<file path="src/rtl/rv32m_pkg.sv">
// rv32m_pkg: shared RV32M execute-unit types and constants.
// Multiply/divide opcodes, divider FSM states, divide constants.
package rv32m_pkg;

  localparam int          XLEN      = 32;
  localparam int          DIV_STEPS = 32;
  localparam logic [31:0] INT_MIN   = 32'h8000_0000;
  localparam logic [31:0] ALL_ONES  = 32'hffff_ffff;

  typedef enum logic [1:0] {
    MUL    = 2'b00,
    MULH   = 2'b01,
    MULHSU = 2'b10,
    MULHU  = 2'b11
  } mul_op_e;

  // Encoded as funct3[1:0]: bit 0 = unsigned, bit 1 = remainder.
  typedef enum logic [1:0] {
    DIV  = 2'b00,
    DIVU = 2'b01,
    REM  = 2'b10,
    REMU = 2'b11
  } div_op_e;

  typedef enum logic [1:0] {
    IDLE = 2'b00,
    CALC = 2'b01,
    DONE = 2'b10
  } div_state_e;

endpackage

</file>
<file path="src/rtl/divider_iterative_if.sv">
// divider_iterative_if: start/busy/ready bundle between execute and divider.
// master = execute/hazard side, slave = divide unit.
interface divider_iterative_if #(
  parameter int XLEN = 32
) ();
  import rv32m_pkg::*;

  logic            start;
  logic            flush;
  div_op_e         div_opcode;
  logic [XLEN-1:0] operand1;
  logic [XLEN-1:0] operand2;
  logic [XLEN-1:0] result;
  logic            ready;
  logic            busy;

  modport master (
    output start,
    output flush,
    output div_opcode,
    output operand1,
    output operand2,
    input  result,
    input  ready,
    input  busy
  );

  modport slave (
    input  start,
    input  flush,
    input  div_opcode,
    input  operand1,
    input  operand2,
    output result,
    output ready,
    output busy
  );

endinterface

</file>
<file path="src/rtl/divider_iterative_step.sv">
// div_step: one radix-2 restoring divide iteration (combinational).
// In: rem (W+1), quo (W), divisor (W). Out: rem_next, quo_next.
module div_step #(
  parameter int W = 32
) (
  input  logic [W:0]   rem,
  input  logic [W-1:0] quo,
  input  logic [W-1:0] divisor,
  output logic [W:0]   rem_next,
  output logic [W-1:0] quo_next
);

  logic [W+1:0] sh;
  logic [W+1:0] trial;

  // One guard bit above the partial remainder keeps the trial
  // sign unambiguous for any divisor magnitude.
  always_comb begin
    sh       = {rem, quo[W-1]};
    trial    = sh - {2'b00, divisor};
    quo_next = {quo[W-2:0], ~trial[W+1]};
    rem_next = trial[W+1] ? sh[W:0] : trial[W:0];
  end

endmodule

</file>
<file path="src/rtl/divider_iterative.sv">
// divider_iterative: multi-cycle RV32M DIV/DIVU/REM/REMU, 1 bit per cycle.
// Ports: clk, rst (async, high), bus (slave: start/flush/op/operands -> result/ready/busy).
module divider_iterative
  import rv32m_pkg::*;
#(
  parameter int XLEN = 32
) (
  input logic               clk,
  input logic               rst,
  divider_iterative_if.slave bus
);

  localparam int CW = $clog2(DIV_STEPS);
  localparam logic [CW-1:0] LAST = CW'(DIV_STEPS - 1);
  localparam logic [XLEN-1:0] MIN_V = {1'b1, {(XLEN-1){1'b0}}};

  div_state_e      state_q, state_d;
  div_op_e         op_q, op_d;
  logic            neg_q, neg_d;
  logic            rsgn_q, rsgn_d;
  logic [XLEN:0]   rem_q, rem_d;
  logic [XLEN-1:0] quo_q, quo_d;
  logic [XLEN-1:0] dvs_q, dvs_d;
  logic [CW-1:0]   cnt_q, cnt_d;
  logic [XLEN-1:0] result_q, result_d;
  logic            ready_q, ready_d;
  logic            busy_q, busy_d;

  logic            sgn_in;
  logic            rem_in;
  logic            a_neg;
  logic            b_neg;
  logic [XLEN-1:0] a_mag;
  logic [XLEN-1:0] b_mag;
  logic            div_zero;
  logic            ovf;

  logic [XLEN:0]   step_rem;
  logic [XLEN-1:0] step_quo;
  logic [XLEN-1:0] q_fix;
  logic [XLEN-1:0] r_fix;

  assign sgn_in = ~bus.div_opcode[0];
  assign rem_in = bus.div_opcode[1];
  assign a_neg  = sgn_in & bus.operand1[XLEN-1];
  assign b_neg  = sgn_in & bus.operand2[XLEN-1];

  // INT_MIN negates to itself, which is the correct unsigned magnitude.
  assign a_mag = a_neg ? -bus.operand1 : bus.operand1;
  assign b_mag = b_neg ? -bus.operand2 : bus.operand2;

  assign div_zero = (bus.operand2 == '0);
  assign ovf      = sgn_in
                  & (bus.operand1 == MIN_V)
                  & (bus.operand2 == '1);

  div_step #(
    .W(XLEN)
  ) u_step (
    .rem     (rem_q),
    .quo     (quo_q),
    .divisor (dvs_q),
    .rem_next(step_rem),
    .quo_next(step_quo)
  );

  // neg_q/rsgn_q are only ever set for signed ops.
  assign q_fix = neg_q ? -step_quo : step_quo;
  assign r_fix = rsgn_q ? -step_rem[XLEN-1:0]
                        : step_rem[XLEN-1:0];

  always_comb begin
    state_d  = state_q;
    op_d     = op_q;
    neg_d    = neg_q;
    rsgn_d   = rsgn_q;
    rem_d    = rem_q;
    quo_d    = quo_q;
    dvs_d    = dvs_q;
    cnt_d    = cnt_q;
    result_d = result_q;
    ready_d  = 1'b0;
    busy_d   = busy_q;

    unique case (state_q)
      IDLE: begin
        if (bus.start) begin
          op_d   = bus.div_opcode;
          neg_d  = a_neg ^ b_neg;
          rsgn_d = a_neg;
          rem_d  = '0;
          quo_d  = a_mag;
          dvs_d  = b_mag;
          cnt_d  = '0;
          busy_d = 1'b1;
          unique case (1'b1)
            div_zero: begin
              result_d = rem_in ? bus.operand1 : '1;
              ready_d  = 1'b1;
              state_d  = DONE;
            end
            ovf: begin
              result_d = rem_in ? '0 : MIN_V;
              ready_d  = 1'b1;
              state_d  = DONE;
            end
            default: begin
              state_d = CALC;
            end
          endcase
        end
      end
      CALC: begin
        rem_d = step_rem;
        quo_d = step_quo;
        cnt_d = cnt_q + 1'b1;
        if (cnt_q == LAST) begin
          result_d = op_q[1] ? r_fix : q_fix;
          ready_d  = 1'b1;
          state_d  = DONE;
        end
      end
      DONE: begin
        state_d = IDLE;
        busy_d  = 1'b0;
      end
      default: begin
        state_d = IDLE;
        busy_d  = 1'b0;
      end
    endcase

    // Flush overrides everything, including a start in IDLE.
    if (bus.flush) begin
      state_d  = IDLE;
      ready_d  = 1'b0;
      busy_d   = 1'b0;
      result_d = result_q;
      cnt_d    = '0;
    end
  end

  always_ff @(posedge clk or posedge rst) begin
    if (rst) begin
      state_q <= IDLE;
    end else begin
      state_q <= state_d;
    end
  end

  always_ff @(posedge clk or posedge rst) begin
    if (rst) begin
      op_q     <= DIV;
      neg_q    <= 1'b0;
      rsgn_q   <= 1'b0;
      rem_q    <= '0;
      quo_q    <= '0;
      dvs_q    <= '0;
      cnt_q    <= '0;
      result_q <= '0;
      ready_q  <= 1'b0;
      busy_q   <= 1'b0;
    end else begin
      op_q     <= op_d;
      neg_q    <= neg_d;
      rsgn_q   <= rsgn_d;
      rem_q    <= rem_d;
      quo_q    <= quo_d;
      dvs_q    <= dvs_d;
      cnt_q    <= cnt_d;
      result_q <= result_d;
      ready_q  <= ready_d;
      busy_q   <= busy_d;
    end
  end

  assign bus.result = result_q;
  assign bus.ready  = ready_q;
  assign bus.busy   = busy_q;

endmodule
</file>
<file path="src/flat_wrapper.sv">
// flat-port wrapper written by rule: the top's interface ports become plain ports
module divider_iterative_flat import rv32m_pkg::*;
#(
  parameter int XLEN = 32
)
  (clk, rst, bus_start, bus_flush, bus_div_opcode, bus_operand1, bus_operand2, bus_result, bus_ready, bus_busy);
  divider_iterative_if #(.XLEN(XLEN)) bus_i ();
  input logic clk;
  input logic rst;
  input wire logic [$bits(bus_i.start)-1:0] bus_start;
  input wire logic [$bits(bus_i.flush)-1:0] bus_flush;
  input wire logic [$bits(bus_i.div_opcode)-1:0] bus_div_opcode;
  input wire logic [$bits(bus_i.operand1)-1:0] bus_operand1;
  input wire logic [$bits(bus_i.operand2)-1:0] bus_operand2;
  output wire logic [$bits(bus_i.result)-1:0] bus_result;
  output wire logic [$bits(bus_i.ready)-1:0] bus_ready;
  output wire logic [$bits(bus_i.busy)-1:0] bus_busy;
  assign bus_i.start = bus_start;
  assign bus_i.flush = bus_flush;
  assign bus_i.div_opcode = bus_div_opcode;
  assign bus_i.operand1 = bus_operand1;
  assign bus_i.operand2 = bus_operand2;
  assign bus_result = bus_i.result;
  assign bus_ready = bus_i.ready;
  assign bus_busy = bus_i.busy;
  divider_iterative #(.XLEN(XLEN)) u_core (.clk(clk), .rst(rst), .bus(bus_i));
endmodule
</file>
<file path="config.mk">
export PLATFORM = sky130hd
export DESIGN_NAME = divider_iterative_flat
export DESIGN_NICKNAME = d
export VERILOG_FILES = /design/src/rtl/rv32m_pkg.sv /design/src/rtl/divider_iterative_if.sv /design/src/rtl/divider_iterative_step.sv /design/src/rtl/divider_iterative.sv /design/src/flat_wrapper.sv
export SDC_FILE = /design/constraint.sdc
export NUM_CORES = 1
export LEC_CHECK = 0
export CORE_MARGIN = 8
export CORE_UTILIZATION = 34
export CTS_CLUSTER_SIZE = 30
export DETAILED_ROUTE_END_ITERATION = 10
export PLACE_DENSITY_LB_ADDON = 0.25
export SLEW_MARGIN = 20
export SYNTH_ARGS = -nofsm -noshare
export SYNTH_HDL_FRONTEND = slang
export SYNTH_HIERARCHICAL = 1
export SYNTH_SLANG_ARGS = --single-unit
</file>
<file path="constraint.sdc">
create_clock -name clk -period 7.1 [get_ports clk]
set_input_delay 1.42 -clock clk [delete_from_list [all_inputs] [get_ports clk]]
set_output_delay 1.42 -clock clk [all_outputs]
set_load 0.02 [all_outputs]
</file>
==> results of run 1 <==
[layout by cell type, fill, tap and decap left out, types with 22 or more instances in the layout]
cell and n:
o211ai_1 36, buf_4 22, nand2_1 149, a22oi_1 23, xor2_1 73, nor3_1 33, o21ai_0 153, clkdlybuf4s50_1 103
nor2_1 70, xnor2_1 74, o31ai_1 39, dfrtp_1 141, a22o_1 31, a21oi_1 61, inv_1 56, ha_1 39
a21o_1 23
[worst paths after layout]
check	from	endpoint	slack, ns
min reg2reg	u_core/dvs_q[29]	u_core/dvs_q[29]	0.48
min in group asynchronous	rst	u_core/dvs_q[2]	1.57
min	u_core/dvs_q[29]	u_core/dvs_q[29]	0.48
max reg2reg	u_core/dvs_q[1]	u_core/bus.result[31]	1.13
max in group asynchronous	rst	u_core/rem_q[5]	4.29
max	u_core/dvs_q[1]	u_core/bus.result[31]	1.13
[power by group]
part	leakage, nW	internal [W]	switching, W
clock network	0.307	0.000610	0.000392
logic	3.18	0.00104	0.00163
registers	1.77	0.000941	0.000157
total	5.26	0.00259	0.00218
[per-stage QoR]
stage	area (µm²)	hold WS [ns]	cells	setup slack [ns]	util, %
floorplan	11200	0.450	1351	1.90	-
finish	13000	0.479	1840	1.13	40.2
global placement	12400	0.468	1808	1.34	38.1
detailed placement	12400	0.470	1808	1.19	38.1
CTS	13000	0.485	1839	1.18	40.1
global route	13000	0.501	1840	0.707	40.2
[layer usage]
metal | up-vias | global-route usage [%] | wire length [µm]
li1 | 4944 | - | -
met1 | 5075 | 23.3 | 16100
met2 | 280 | 29.9 | 17100
met3 | 41 | 2.95 | 1660
met4 | 0 | 5.74 | 794
met5 | - | 0 | 0
[state kept, by name (all words and copies together), names as in the netlist]
| name | flops |
|---|---|
| u_core/state_q | 2 |
| u_core/bus.ready | 1 |
| u_core/neg_q | 1 |
| u_core/quo_q | 32 |
| u_core/cnt_q | 5 |
| u_core/rsgn_q | 1 |
| u_core/dvs_q | 32 |
| u_core/bus.result | 32 |
| u_core/bus.busy | 1 |
| u_core/rem_q | 33 |
| u_core/op_q | 1 |
[layout make-up]
class | count | area (µm²) | area share, %
flip-flops and latches | 141 | 3530 | 27.1
repair buffers | 126 | 1210 | 9.29
clock buffers | 19 | 453 | 3.47
inverters | 59 | 228 | 1.75
clock inverters | 12 | 184 | 1.41
well taps | 442 | 553 | 4.24
multi-input cells | 1041 | 6880 | 52.8
[worst reg2reg max path: cells and delay by family (launching register included)]
kind / cells / cell delay [ns]
buffers and inverters: 1 / 0.06
flip-flops: 1 / 0.39
AO/OA/AOI/OAI: 7 / 2.26
adder cells (fa/ha/maj): 1 / 0.26
XOR/XNOR: 2 / 0.78
AND/OR/NAND/NOR: 6 / 2.10
[kinds of logic after synthesis]
kind of cell / after synthesis / share of synthesized area, %
fa+ha+maj: 40 / 4.54
flops: 141 / 31.5
buf+inv: 169 / 7.24
simple gates: 378 / 16.2
xor+xnor: 148 / 11.8
mux: 9 / 0.884
compound gates: 466 / 27.9
==> flow_metrics.env, run 1 <==
export IMPL_cp_required_ns=7.43
export IMPL_post_route_cells_drive_above_1_share_pct=7.22
export IMPL_cp_cell_sequence="inv_1 -> ha_1 -> nor2b_1 -> o31ai_1 -> a211oi_2 -> o31ai_1 -> and3_4 -> o31a_4 -> xor2_4 -> o21ai_0 -> or4_1 -> or3_1 -> or3_1 -> o31ai_1 -> xor2_1 -> and3_1 -> o41ai_1"
export IMPL_outcome="finished, final reports clean"
export IMPL_synth_area_per_cell_um2=8.28
export IMPL_area_growth_syn_to_layout_pct=16.6
export IMPL_num_rows=66
export IMPL_detail_route_iter0_violations=789
export IMPL_max_slew_worst_pin_slew_ns=1.06
export IMPL_count_leader_synth="o21ai_0"
export IMPL_arrival_time_reported_for_the_critical_path_endpoint_ns=6.30
export IMPL_critPathBufInv=1
export IMPL_number_of_antenna_violations_at_the_first_check_in_global_routing=0
export IMPL_reg2regPathDepth=17
export IMPL_critical_path_s_largest_stage_delay_ns=0.68
export IMPL_root_buffer="clkbuf_16"
export IMPL_worstSetupEndpointType="register"
export IMPL_hold_buffers=0
export IMPL_fp_dieArea_mm2=0.0390
export IMPL_cts_made_buffers=17
export IMPL_ys_warnings_count=6
export IMPL_wl_per_cell_um=19.4
export IMPL_timing_setup_critical_path_class="register to register"
export IMPL_post_synth_edffs=0
export IMPL_synth_sequential_area_ratio_pct=31.5
export IMPL_fp_dieH_um=197
export IMPL_post_synth_arst_share_pct=100
export IMPL_grtUsageTotal_pct=17.9
export IMPL_routed_via_count=10340
export IMPL_synth_area_top_cells="dfrtp_1 (32%), o21ai_0 (6.8%), xnor2_1 (5.8%), xor2_1 (5.7%), nand2_1 (5.0%)"
export IMPL_vias_per_cell=5.62
export IMPL_synth_top_cells_by_count="o21ai_0 (153), nand2_1 (149), dfrtp_1 (141)"
export IMPL_ir_drop_mv=0.223
export IMPL_grt_start_max_net_pins=96
export IMPL_hold_path_class="register to register"
export IMPL_initial_util_pct=34.5
export IMPL_synth_flop_cell="dfrtp_1"
export IMPL_grt_pass1_wl_um=55400
export IMPL_cpMaxStageDelayCell="xor2_4"
export IMPL_synthDistinctLibCells=69
export IMPL_timing_hold_worst_path_depth=2
export IMPL_yosys_register_bits=141
export IMPL_postCtsSetupBuffers=0
export IMPL_critical_path_most_common_cell="o31ai_1"
export IMPL_period_minus_slack_ns=5.97
export IMPL_sum_of_routed_wire_length_over_all_layers_um=35700
export IMPL_antenna_left=0
export IMPL_worst_skew_late_latency_ns=0.43
export IMPL_synth_net_count=1461
export IMPL_tritoncts="done"
export IMPL_i_o_pin_count=104
export IMPL_cts_num_sinks=141
export IMPL_power_density_mw_per_mm2=366
export IMPL_core_region_area_mm2=0.0325
export IMPL_finalHoldViolCount=0
export IMPL_max_freq_ghz=0.167
export IMPL_max_cap_violations=0
export IMPL_dp_hpwl_um=26100
export IMPL_first_global_vias=9983
export IMPL_syn_cell_area_mm2=0.0112
export IMPL_placement_io_buffers=103
export IMPL_setup_total_negative_slack_ns=0
export IMPL_clk_skew_ns=0.0104
export IMPL_worstPathMaxFanout=35
export IMPL_share_of_the_synthesized_area_in_the_top_cell_type_pct=31.5
export IMPL_grt_setup_unrepaired="false"
export IMPL_clockBufferDepth=2
export IMPL_design_final_nets=1496
export IMPL_finalMaxSlewViolations=0
export IMPL_final_fill_count=3250
export IMPL_postSynthCellCount=1351
export IMPL_slew_headroom_pct=28.9
export IMPL_detail_route_first_pass_iterations=5
export IMPL_clkTransAtPathRegs_ns=0.06
export IMPL_die_width_um=197
export IMPL_power_leakage_nw=5.26
export IMPL_final_setup_viol_count=0
export IMPL_cts_htree_levels=4
export IMPL_diodes=0
export IMPL_cts_resized=0
export IMPL_gr_total_overflow=0
export IMPL_timing_critical_path_depth=17
export IMPL_place_congestion=0.855
export IMPL_finalPower_w=0.00478
export IMPL_path_delay_family="compound AO/OA/AOI/OAI gates"
export IMPL_timing_critical_path_from_type="register"
export IMPL_yosysTopAreaCell="dfrtp_1"
export IMPL_drcViolationCount=0
export IMPL_layout_worst_path_cycle_share_pct=84.1
Power figures use the tool's default switching activity.
==> inputs of run 2 (changes only) <==
clock period = 4.9 ns   (was 7.1 ns; I/O delays follow)
==> flow_metrics.env, run 2 (synthesis gave the netlist of run 1 again) <==
export IMPL_outcome="complete, but fails checks"
export IMPL_violations="negative setup slack"
export IMPL_grt_setup_unrepaired="true"
export IMPL_layout_worst_path_cycle_share_pct=102
export IMPL_path_delay_family="simple AND/OR/NAND/NOR gates"
export IMPL_first_global_vias=10706
export IMPL_max_cap_violations=0
export IMPL_final_setup_viol_count=7
export IMPL_finalHoldViolCount=0
export IMPL_i_o_pin_count=104
export IMPL_wl_per_cell_um=19.4
export IMPL_ir_drop_mv=0.352
export IMPL_vias_per_cell=5.53
export IMPL_power_density_mw_per_mm2=590
export IMPL_worst_skew_late_latency_ns=0.43
export IMPL_dp_hpwl_um=28400
export IMPL_timing_hold_worst_path_depth=2
export IMPL_tritoncts="done"
export IMPL_root_buffer="clkbuf_16"
export IMPL_max_slew_worst_pin_slew_ns=1.20
export IMPL_diodes=0
export IMPL_core_region_area_mm2=0.0325
export IMPL_whs_ns=0.481
export IMPL_hold_buffers=0
export IMPL_worstPathMaxFanout=8
export IMPL_num_rows=66
export IMPL_period_minus_slack_ns=5.01
export IMPL_worstSetupEndpointType="register"
export IMPL_area_growth_syn_to_layout_pct=26.9
export IMPL_fp_dieArea_mm2=0.0390
export IMPL_cpMaxStageDelayCell="or4_4"
export IMPL_cp_cell_sequence="ha_4 -> nand4_1 -> or3b_4 -> a211oi_4 -> o31ai_2 -> and3_4 -> o31a_4 -> xor2_4 -> buf_6 -> buf_6 -> clkbuf_16 -> nand2_4 -> o21ai_2 -> or4_4 -> or3_4 -> or3_4 -> o21ai_2 -> xor2_1 -> a21oi_1 -> a221o_1"
export IMPL_routed_via_count=10806
export IMPL_antenna_left=0
export IMPL_placement_io_buffers=103
export IMPL_drcViolationCount=0
export IMPL_gr_total_overflow=0
export IMPL_number_of_flip_flops_in_the_largest_register=33
export IMPL_max_flop_register="u_core/rem_q"
export IMPL_place_congestion=0.880
export IMPL_timing_critical_path_from_type="register"
export IMPL_reg2regPathDepth=20
export IMPL_grt_pass1_wl_um=59000
export IMPL_cts_htree_levels=4
export IMPL_most_common_cell_after_layout_fill_and_taps_aside="nand2_1"
export IMPL_timing_critical_path_depth=20
export IMPL_clockBufferDepth=2
export IMPL_die_width_um=197
export IMPL_hold_path_class="register to register"
export IMPL_post_route_cells_drive_above_1_share_pct=16.5
export IMPL_finalCoreUtilization_pct=43.8
export IMPL_slew_headroom_pct=20.1
export IMPL_finalMaxSlewViolations=0
export IMPL_clkTransAtPathRegs_ns=0.06
export IMPL_detail_route_iter0_violations=911
export IMPL_max_freq_ghz=0.200
export IMPL_sum_of_routed_wire_length_over_all_layers_um=37800
export IMPL_initial_util_pct=34.5
export IMPL_grtUsageTotal_pct=19.0
export IMPL_finalWorstSetupSlack_ns=-0.109
export IMPL_fp_dieH_um=197
export IMPL_clk_skew_ns=0.00814
export IMPL_detail_route_first_pass_iterations=5
export IMPL_grt_start_max_net_pins=91
export IMPL_timing_setup_critical_path_class="register to register"
export IMPL_critical_path_s_largest_stage_delay_ns=0.56
export IMPL_power_leakage_nw=5.85
export IMPL_cts_num_sinks=141
export IMPL_top_library_cells_by_usage_in_the_layout_fill_and_taps_aside="nand2_1 (147), o21ai_0 (146), dfrtp_1 (141)"
export IMPL_design_final_nets=1609
export IMPL_setup_total_negative_slack_ns=-0.441
export IMPL_cts_made_buffers=17
export IMPL_critPathBufInv=3
export IMPL_cp_required_ns=5.21
export IMPL_arrival_time_reported_for_the_critical_path_endpoint_ns=5.32
export IMPL_number_of_antenna_violations_at_the_first_check_in_global_routing=0
-- run 2: cell count changes in the layout (fill, tap and decap cells not counted), moves of 5 or more --
cell / before / now
buf_4: 22 / 125
buf_6: 0 / 6
ha_1: 39 / 33
ha_4: 0 / 6
o21ai_0: 153 / 146
o31ai_1: 39 / 30
o31ai_2: 0 / 5
or3_1: 20 / 15
or3_4: 0 / 5
-- run 2: worst paths after layout --
kind | slack, ns | from | end
max in group asynchronous | 3.01 | rst | u_core/cnt_q[2]
hold / removal | 0.48 | u_core/dvs_q[11] | u_core/dvs_q[11]
min in group asynchronous | 1.09 | rst | u_core/bus.ready
setup reg to reg | -0.11 | u_core/rem_q[13] | u_core/bus.result[28]
setup / recovery | -0.11 | u_core/rem_q[13] | u_core/bus.result[28]
hold reg to reg | 0.48 | u_core/dvs_q[11] | u_core/dvs_q[11]
-- run 2: power by group --
| part | leakage (nW) | total [W] | switching [W] | internal (W) |
|---|---|---|---|---|
| Sequential | 1.77 | 0.00161 | 0.000242 | 0.00136 |
| Combinational | 3.80 | 0.00541 | 0.00285 | 0.00256 |
| Clock | 0.285 | 0.00135 | 0.000529 | 0.000825 |
-- run 2: what timing repair did --
item | CTS | global route
resized for setup | 15 | 41
cloned | 0 | 1
setup endpoints to repair | 17 | 22
buffers inserted | 1 | 12
pin swaps | 5 | 16
-- run 2: metrics by stage --
step / total power (W) / cell area (µm²) / setup WS [ns] / std cells
after floorplan: 0.00447 / 11300 / -0.0288 / 1351
after global placement: 0.00639 / 13200 / -0.0546 / 1908
after detailed placement: 0.00640 / 13200 / -0.239 / 1908
after CTS: 0.00789 / 13900 / -0.0301 / 1940
after global routing: 0.00892 / 14200 / -0.254 / 1953
final: 0.00837 / 14200 / -0.109 / 1953
-- run 2: final cells by class --
cell class              count  area, µm²
fillers                  3179      18300
repair buffers            239       2140
inverters                  59        228
flip-flops and latches    141       3530
multi-input cells        1041       7150
clock inverters            10        140
clock buffers              21        460
well taps                 442        553
-- run 2: routing by layer --
| layer | track usage [%] | vias to the layer above | routed length, µm |
|---|---|---|---|
| met4 | 5.63 | 0 | 914 |
| met2 | 32.2 | 305 | 18200 |
| met5 | 0 | - | 0 |
| li1 | - | 5184 | - |
| met1 | 24.6 | 5270 | 17000 |
| met3 | 2.91 | 47 | 1690 |
-- run 2: tightest hold or removal path, delay by kind of cell (launching register included) --
kind            cells  cell delay [ns]
flops               1             0.34
simple gates        1             0.05
compound gates      1             0.06
==> inputs of run 3 (changes only) <==
CORE_UTILIZATION = 30   (was 34)
==> flow_metrics.env, run 3 (synthesis gave the netlist of run 1 again) <==
export IMPL_outcome="complete, but fails checks"
export IMPL_violations="negative setup slack"
export IMPL_critPathCapture="u_core/bus.result[28]"
export IMPL_worstSetupEndpointType="register"
export IMPL_first_global_vias=10991
export IMPL_cp_required_ns=5.21
export IMPL_power_share_switching_pct=44.1
export IMPL_slew_headroom_pct=26.9
export IMPL_end_of_the_worst_register_to_register_path="u_core/bus.result[28]"
export IMPL_grt_pass1_wl_um=61200
export IMPL_power_density_mw_per_mm2=591
export IMPL_grt_start_max_net_pins=88
export IMPL_design_final_nets=1639
export IMPL_timing_rr_start="u_core/rem_q[10]"
export IMPL_max_cap_violations=0
export IMPL_final_fill_count=3698
export IMPL_seq_power_share_pct=18.7
export IMPL_most_common_cell_after_layout_fill_and_taps_aside="buf_4"
export IMPL_dp_hpwl_um=29200
export IMPL_arrival_time_reported_for_the_critical_path_endpoint_ns=5.22
export IMPL_logic_pwr_share_pct=65.3
export IMPL_drcViolationCount=0
export IMPL_fp_dieH_um=209
export IMPL_vias_per_cell=5.40
export IMPL_place_congestion=0.873
export IMPL_number_of_antenna_violations_at_the_first_check_in_global_routing=1
export IMPL_clockBufferDepth=2
export IMPL_finalMaxSlewViolations=0
export IMPL_power_leakage_nw=6.03
export IMPL_antenna_left=0
export IMPL_placement_io_buffers=103
export IMPL_layout_worst_path_cycle_share_pct=100
export IMPL_die_width_um=209
export IMPL_hold_buffers=0
export IMPL_timing_critical_path_from="u_core/rem_q[10]"
export IMPL_root_buffer="clkbuf_16"
export IMPL_power_clock_fraction_pct=16.0
export IMPL_finalHoldViolCount=0
export IMPL_detail_route_iter0_violations=807
export IMPL_tritoncts="done"
export IMPL_ir_drop_mv=0.367
export IMPL_post_place_ws_ns=-0.381
export IMPL_period_minus_slack_ns=4.91
export IMPL_clk_skew_ns=0.0119
export IMPL_clkTransAtPathRegs_ns=0.07
export IMPL_max_freq_ghz=0.204
export IMPL_post_route_cells_drive_above_1_share_pct=18.2
export IMPL_gr_total_overflow=0
export IMPL_max_flop_register="u_core/rem_q"
export IMPL_core_region_area_mm2=0.0367
export IMPL_finalCoreUtilization_pct=39.7
export IMPL_initial_util_pct=30.5
export IMPL_fp_dieArea_mm2=0.0437
export IMPL_max_slew_worst_pin_slew_ns=1.10
export IMPL_cts_made_buffers=17
export IMPL_reg2regPathDepth=19
export IMPL_num_rows=70
export IMPL_wl_per_cell_um=19.3
export IMPL_finalWorstSetupSlack_ns=-0.00943
export IMPL_grtUsageTotal_pct=17.4
export IMPL_worstPathMaxFanout=26
export IMPL_sum_of_routed_wire_length_over_all_layers_um=38900
export IMPL_worst_skew_late_latency_ns=0.43
export IMPL_detail_route_first_pass_iterations=5
export IMPL_timing_critical_path_from_type="register"
export IMPL_timing_setup_critical_path_class="register to register"
export IMPL_final_setup_viol_count=1
export IMPL_power_internal_w=0.00481
export IMPL_grt_setup_unrepaired="true"
export IMPL_i_o_pin_count=104
export IMPL_cts_htree_levels=4
export IMPL_net_switching_power_w=0.00380
export IMPL_hold_path_class="register to register"
export IMPL_timing_reg2reg_setup_slack_ns=-0.009
export IMPL_cts_num_sinks=141
export IMPL_routed_via_count=10860
export IMPL_number_of_flip_flops_in_the_largest_register=33
export IMPL_top_library_cells_by_usage_in_the_layout_fill_and_taps_aside="buf_4 (156), nand2_1 (149), o21ai_0 (143)"
export IMPL_area_growth_syn_to_layout_pct=30.4
export IMPL_whs_ns=0.482
run 3: power by group through the flow:
stage	combinational (W)	sequential [W]	clock [W]
after floorplan	0.00296	0.00151	0
after global placement	0.00481	0.00160	0
after detailed placement	0.00482	0.00161	0
after CTS	0.00509	0.00160	0.00141
after global routing	0.00613	0.00164	0.00146
final	0.00563	0.00161	0.00138
run 3: final cells by class:
| cell class | instances | area (µm²) | share of cell area, % |
|---|---|---|---|
| clock inverters | 12 | 160 | 1.10 |
| inverters | 59 | 230 | 1.58 |
| flip-flops and latches | 141 | 3530 | 24.2 |
| clock buffers | 20 | 447 | 3.06 |
| diodes | 1 | 2.50 | 0.0172 |
| repair buffers | 267 | 2340 | 16.1 |
| well taps | 468 | 586 | 4.01 |
| multi-input cells | 1043 | 7290 | 50.0 |
run 3: worst max-delay path, stage by stage, from the launching register on:
cell and delay (ns):
dfrtp_1 0.39, ha_1 0.30, nand4_1 0.16, or3b_1 0.40
a211oi_2 0.27, o31ai_1 0.12, and3_4 0.21, o31a_4 0.33
xor2_4 0.17, buf_12 0.16, buf_6 0.17, nand2_1 0.07
o21ai_0 0.10, or4_1 0.55, or3_4 0.35, or3_4 0.36
o21ai_2 0.13, xor2_1 0.16, a21oi_1 0.09, a221o_1 0.32
run 3: what timing repair did:
item / in CTS / in global routing
endpoints found under the setup margin: 22 / 19
pin swaps: 6 / 31
gates resized for setup: 20 / 43
cloned: 1 / 1
buffers inserted: 2 / 13
run 3: how the worst min path moves through the flow:
stage / start / endpoint / slack, ns / cells after the start
after floorplan: u_core/dvs_q[10] / u_core/dvs_q[10] / 0.45 / 2
after global placement: u_core/dvs_q[5] / u_core/dvs_q[5] / 0.47 / 2
after detailed placement: u_core/dvs_q[2] / u_core/dvs_q[2] / 0.47 / 2
after CTS: u_core/dvs_q[22] / u_core/dvs_q[22] / 0.49 / 2
after global routing: u_core/dvs_q[5] / u_core/dvs_q[5] / 0.51 / 2
final: u_core/dvs_q[13] / u_core/dvs_q[13] / 0.48 / 2
run 3: through the flow:
| stage | std cells | TNS [ns] | cell area, µm² | total power (W) |
|---|---|---|---|---|
| 6_report | 2011 | -0.00943 | 14600 | 0.00861 |
| 5_1_grt | 2010 | -1.32 | 14600 | 0.00922 |
| 4_1_cts | 1997 | -0.00192 | 14200 | 0.00809 |
| 3_5_place_dp | 1962 | -4.56 | 13500 | 0.00643 |
| 3_3_place_gp | 1962 | -1.93 | 13500 | 0.00641 |
| 2_1_floorplan | 1351 | -0.0288 | 11300 | 0.00447 |
run 3: metal layers:
metal | routed length [µm] | global-route usage, % | up-vias | share of wire [%]
met2 | 18400 | 29.1 | 288 | 47
met5 | 0 | 0 | - | 0
met3 | 1980 | 3.22 | 51 | 5.1
met4 | 1060 | 5.47 | 0 | 2.7
met1 | 17500 | 22.5 | 5292 | 45
li1 | - | - | 5229 | -
